### src/rtl/vga_pixel_gen.sv
// VGA pixel-generation stage: RGB332 framebuffer fetch, RGB444 expansion,
// double-buffered blinking cursor overlay, sync delay matched to a 2-cycle pipe.
module vga_pixel_gen #(
    parameter int unsigned FB_W      = 160,
    parameter int unsigned FB_H      = 120,
    parameter int unsigned SCALE_SH  = 2,
    parameter int unsigned ADDR_W    = 15,
    parameter int unsigned CUR_SIZE  = 16,
    parameter logic [11:0] CUR_COLOR = 12'hFFF,
    parameter int unsigned BLINK_BIT = 5
) (
    input  logic              clk,
    input  logic              reset_n,
    input  logic [9:0]        x,
    input  logic [9:0]        y,
    input  logic              video_on,
    input  logic              hsync_in,
    input  logic              vsync_in,
    output logic [ADDR_W-1:0] fb_addr,
    output logic              fb_en,
    input  logic [7:0]        fb_rdata,
    input  logic [9:0]        cur_x,
    input  logic [9:0]        cur_y,
    input  logic              cur_en,
    input  logic              cur_wr,
    output logic [11:0]       rgb,
    output logic              hsync,
    output logic              vsync,
    output logic              frame_start,
    output logic [5:0]        frame_cnt
);

    // Headroom so coordinates beyond the visible area never overflow before truncation
    localparam int unsigned SUM_W = $clog2(FB_W * FB_H) + 2 * SCALE_SH + 2;
    localparam int unsigned CRD_W = 11;

    logic [SUM_W-1:0] w_row;
    logic [SUM_W-1:0] w_col;
    logic [SUM_W-1:0] w_lin;
    logic [CRD_W-1:0] w_x;
    logic [CRD_W-1:0] w_y;
    logic [CRD_W-1:0] w_ax;
    logic [CRD_W-1:0] w_ay;
    logic             w_hit;
    logic             w_vs_rise;
    logic             w_cur_vis;
    logic [11:0]      w_fb_rgb;
    logic [11:0]      w_rgb_nxt;

    logic             r_von_d1;
    logic             r_hs_d1;
    logic             r_vs_d1;
    logic             r_hit_d1;
    logic [11:0]      r_rgb;
    logic             r_hs_d2;
    logic             r_vs_d2;
    logic             r_frame_start;
    logic [5:0]       r_frame_cnt;
    logic [9:0]       r_shd_x;
    logic [9:0]       r_shd_y;
    logic             r_shd_en;
    logic [9:0]       r_act_x;
    logic [9:0]       r_act_y;
    logic             r_act_en;

    // Stage 0: framebuffer address from the down-scaled screen position
    always_comb begin
        w_row = SUM_W'(y >> SCALE_SH);
        w_col = SUM_W'(x >> SCALE_SH);
        w_lin = w_row * SUM_W'(FB_W) + w_col;
    end

    assign fb_addr = video_on ? ADDR_W'(w_lin) : '0;
    assign fb_en   = video_on;

    // 11-bit compare keeps a cursor near column/row 1023 from wrapping
    always_comb begin
        w_x   = {1'b0, x};
        w_y   = {1'b0, y};
        w_ax  = {1'b0, r_act_x};
        w_ay  = {1'b0, r_act_y};
        w_hit = (w_x >= w_ax) && (w_x < w_ax + CRD_W'(CUR_SIZE)) &&
                (w_y >= w_ay) && (w_y < w_ay + CRD_W'(CUR_SIZE));
    end

    // r_vs_d1 doubles as the vsync edge-detect delay
    assign w_vs_rise = vsync_in & ~r_vs_d1;

    assign w_fb_rgb  = {fb_rdata[7:5], fb_rdata[7],
                        fb_rdata[4:2], fb_rdata[4],
                        fb_rdata[1:0], fb_rdata[1:0]};
    assign w_cur_vis = r_hit_d1 & r_act_en & ~r_frame_cnt[BLINK_BIT];

    always_comb begin
        w_rgb_nxt = 12'h000;
        if (r_von_d1) begin
            w_rgb_nxt = w_cur_vis ? CUR_COLOR : w_fb_rgb;
        end
    end

    always_ff @(posedge clk or negedge reset_n) begin
        if (!reset_n) begin
            r_von_d1 <= 1'b0;
            r_hs_d1  <= 1'b0;
            r_vs_d1  <= 1'b0;
            r_hit_d1 <= 1'b0;
            r_rgb    <= 12'h000;
            r_hs_d2  <= 1'b0;
            r_vs_d2  <= 1'b0;
        end else begin
            r_von_d1 <= video_on;
            r_hs_d1  <= hsync_in;
            r_vs_d1  <= vsync_in;
            r_hit_d1 <= w_hit;
            r_rgb    <= w_rgb_nxt;
            r_hs_d2  <= r_hs_d1;
            r_vs_d2  <= r_vs_d1;
        end
    end

    // Frame boundary: pulse, count, and promote the shadow cursor to active
    always_ff @(posedge clk or negedge reset_n) begin
        if (!reset_n) begin
            r_frame_start <= 1'b0;
            r_frame_cnt   <= 6'd0;
            r_act_x       <= 10'd0;
            r_act_y       <= 10'd0;
            r_act_en      <= 1'b0;
        end else begin
            r_frame_start <= w_vs_rise;
            if (w_vs_rise) begin
                r_frame_cnt <= r_frame_cnt + 6'd1;
                r_act_x     <= r_shd_x;
                r_act_y     <= r_shd_y;
                r_act_en    <= r_shd_en;
            end
        end
    end

    always_ff @(posedge clk or negedge reset_n) begin
        if (!reset_n) begin
            r_shd_x  <= 10'd0;
            r_shd_y  <= 10'd0;
            r_shd_en <= 1'b0;
        end else if (cur_wr) begin
            r_shd_x  <= cur_x;
            r_shd_y  <= cur_y;
            r_shd_en <= cur_en;
        end
    end

    assign rgb         = r_rgb;
    assign hsync       = r_hs_d2;
    assign vsync       = r_vs_d2;
    assign frame_start = r_frame_start;
    assign frame_cnt   = r_frame_cnt;

endmodule

### config.mk
export PLATFORM = sky130hd
export DESIGN_NAME = vga_pixel_gen
export DESIGN_NICKNAME = d
export VERILOG_FILES = /design/src/rtl/vga_pixel_gen.sv
export SDC_FILE = /design/constraint.sdc
export NUM_CORES = 1
export LEC_CHECK = 0
export ABC_AREA = 1
export CORE_ASPECT_RATIO = 1.75
export CORE_MARGIN = 2
export CORE_UTILIZATION = 46
export DETAILED_ROUTE_END_ITERATION = 12
export PLACE_DENSITY_LB_ADDON = 0.25
export REMOVE_ABC_BUFFERS = 1
export SKIP_LAST_GASP = 1
export SYNTH_ARGS = -nofsm -noshare
export SYNTH_HDL_FRONTEND = slang
export SYNTH_SLANG_ARGS = --single-unit
### constraint.sdc
create_clock -name clk -period 4.2 [get_ports clk]
set_input_delay 1.26 -clock clk [delete_from_list [all_inputs] [get_ports clk]]
set_output_delay 1.26 -clock clk [all_outputs]
set_load 0.01 [all_outputs]
==> impl_metrics.ini <==
[place]
place_congestion = 0.939
dp.cells = 715
io_buffers = 91
dp_hpwl_um = 7040
place_area_um2 = 5170

[grt]
antenna_found_initial = 0
grt_pass1_vias = 3684
grt-ovfl-total = 0
grt_usage = 0.210
grt_pass1_wl_um = 15600
grt_max_degree = 43

[clock_network]
clk_path_buf_depth = 2
cts_tree = done
cts_root_buf = clkbuf_16
numClockSinks = 63
clkSlewWorstSetupHoldPaths_ns = 0.05
htreeDepth = 3
cts_hold_buffers = 0
clk_latency_ns = 0.32
cts_buffers = 9

[synthesis]
yosysWarningCount = 0
synth_flop_cell = dfrtp_1
syn_inst = 493
synth.largest_area_cell = dfrtp_1
seq_area_frac_synth = 0.395
syn_area_per_cell_um2 = 8.10
yosysUniqueCellTypes = 35
ys_seq_elements = 63
async_reset_ff_frac = 1.00
synth_area_um2 = 3990
synth_edf_count = 0
synth_top_area_frac = 0.395
synth.area.top_cells = dfrtp_1, ha_1, nand2_1

[floorplan]
die_w_um = 74.4
initial_core_util = 0.466
num_rows = 45
die-area_um2 = 9470
core_area_um2 = 8560
io_pins = 92
fp.dieH_um = 127

[layout]
fin_cells = 735
drive_gt1_frac = 0.159
multi_input_area_um2 = 2210
post-route-cell-area_um2 = 5690
final_cell_mix = nand2_1, inv_1, clkdlybuf4s50_1
n_antenna_cell = 0
register_area_um2 = 1580
fin_nets = 721
nFillCells = 753
final_common_cell = nand2_1
area_delta_synth_final_pct = 42.6

[worst_setup_path]
cp_max_fo = 2
slowest_stage = fa_2
path_cells = buf_6, ha_4, ha_4, inv_2, fa_2, nor2_4, nand2_1, nand2_2, nand2_2, nor2_4, buf_6, xor2_2, nor2_1, buf_2
arrival_ns = 3.22
cp.required_ns = 2.94
startpoint_type = input port
slowest_delay_ns = 0.49
critPathKind = input port to primary output
end_kind = primary output

[timing]
min_period_ns = 4.48
setup-violations-final = 6
rsz0062_at_grt = yes
fin_worst_skew_ns = 0.00283
tns_ns = -1.12
hold_viol = 0
layout_setup_ws_ns = -0.282
max_clock_freq_mhz = 223
tightest_slew_ns = 0.484
fin_crit_sh = 1.07
relSlewSlack = 0.677
slew_viol_final = 0

[status]
violations = setup timing
status = finished, violations left

[power]
p_per_area_nw_per_um2 = 385
ir_worst_vdd_mv = 0.334
leakagePower_nw = 2.84

[route]
drt_wl_total_um = 9190
dr.pass1.iters = 4
dr.first_iter.drc_count = 121
via_count = 3582
drtAntennaViolNets = 0
post-route-drc-count = 0
routedWlPerCell_um = 12.5
vias_per_cell = 4.87

[worst_hold_path]
hp-class = register to register

[run]
max_cap_violations = 0
==> critical path, delay by kind of cell <==
family | cells | cell delay [ns]
adder cells (fa/ha/maj) | 3 | 0.88
AND/OR/NAND/NOR | 6 | 0.55
XOR/XNOR | 1 | 0.16
buffers and inverters | 4 | 0.38
==> synth_stat cells (all sizes together) (4+ instances only) <==
library cell / instances
nand2: 109
inv: 87
dfrtp: 63
o21ai: 55
ha: 50
a21oi: 32
nor2: 26
nand3: 19
clkbuf: 9
xor2: 9
nand4: 7
buf: 6
xnor2: 5
nor3: 4
==> cell families after synthesis <==
kind of cell / synth area share
flip-flops: 0.395
adder cells (fa/ha/maj): 0.167
buffers and inverters: 0.103
AO/OA/AOI/OAI: 0.117
XOR/XNOR: 0.0307
AND/OR/NAND/NOR: 0.187
==> routing by layer <==
metal	track usage	vias to the layer above	wire length, um
li1	-	1812	-
met3	0.0379	24	283
met4	0.102	0	315
met5	0	-	0
met1	0.209	1667	3420
met2	0.398	79	5170
==> state kept, by name (all words and copies together) (netlist names) <==
register / flops
r_act_en: 1
r_hit_d1: 1
r_hs_d1: 1
r_von_d1: 1
vsync: 1
r_vs_d1: 1
r_act_y: 10
r_shd_x: 10
rgb: 8
r_act_x: 10
hsync: 1
frame_start: 1
r_shd_en: 1
r_shd_y: 10
frame_cnt: 6
==> stage by stage <==
step                 util  hold WS, ns  setup slack, ns  power [mW]
CTS                 0.661        0.354           -0.263        2.20
global route        0.665        0.363           -0.343        2.33
global placement    0.605        0.335            -1.05        1.37
detailed placement  0.605        0.343            -1.12        1.39
floorplan               -        0.331          -0.0918        1.10
finish              0.665        0.351           -0.282        2.19
==> repair_timing <==
action | 4_1_cts | 5_1_grt
endpoints found under the setup margin | 9 | 6
pin swaps | 17 | 7
cloned | 0 | 0
gates resized for setup | 88 | 6
buffers inserted | 4 | 1
==> cell type report <==
| type | instances | share of cell area |
|---|---|---|
| Multi-Input combinational cell | 328 | 0.389 |
| Sequential cell | 63 | 0.277 |
| Clock buffer | 11 | 0.0427 |
| Inverter | 87 | 0.0574 |
| Clock inverter | 4 | 0.0123 |
| Tap cell | 117 | 0.0257 |
| Timing Repair Buffer | 125 | 0.196 |
==> final timing paths <==
| kind | startpoint | to | slack (ns) | cells past startpoint |
|---|---|---|---|---|
| worst max-delay path | y[3] | fb_addr[12] | -0.28 | 14 |
| worst min-delay path | r_hs_d1 | hsync | 0.35 | 0 |
| worst max register to register | r_act_y[4] | r_hit_d1 | 2.14 | 10 |
| worst min register to register | r_hs_d1 | hsync | 0.35 | 0 |
| max in group asynchronous | reset_n | r_act_x[0] | 2.61 | 2 |
| min in group asynchronous | reset_n | r_shd_y[9] | 0.90 | 1 |
==> power breakdown <==
part	internal, mW	leakage [nW]	switching (mW)
registers	0.691	0.776	0.0627
logic	0.334	1.91	0.341
clock network	0.529	0.155	0.235
total	1.55	2.84	0.638
No activity file was read; power rests on OpenSTA's default activity.
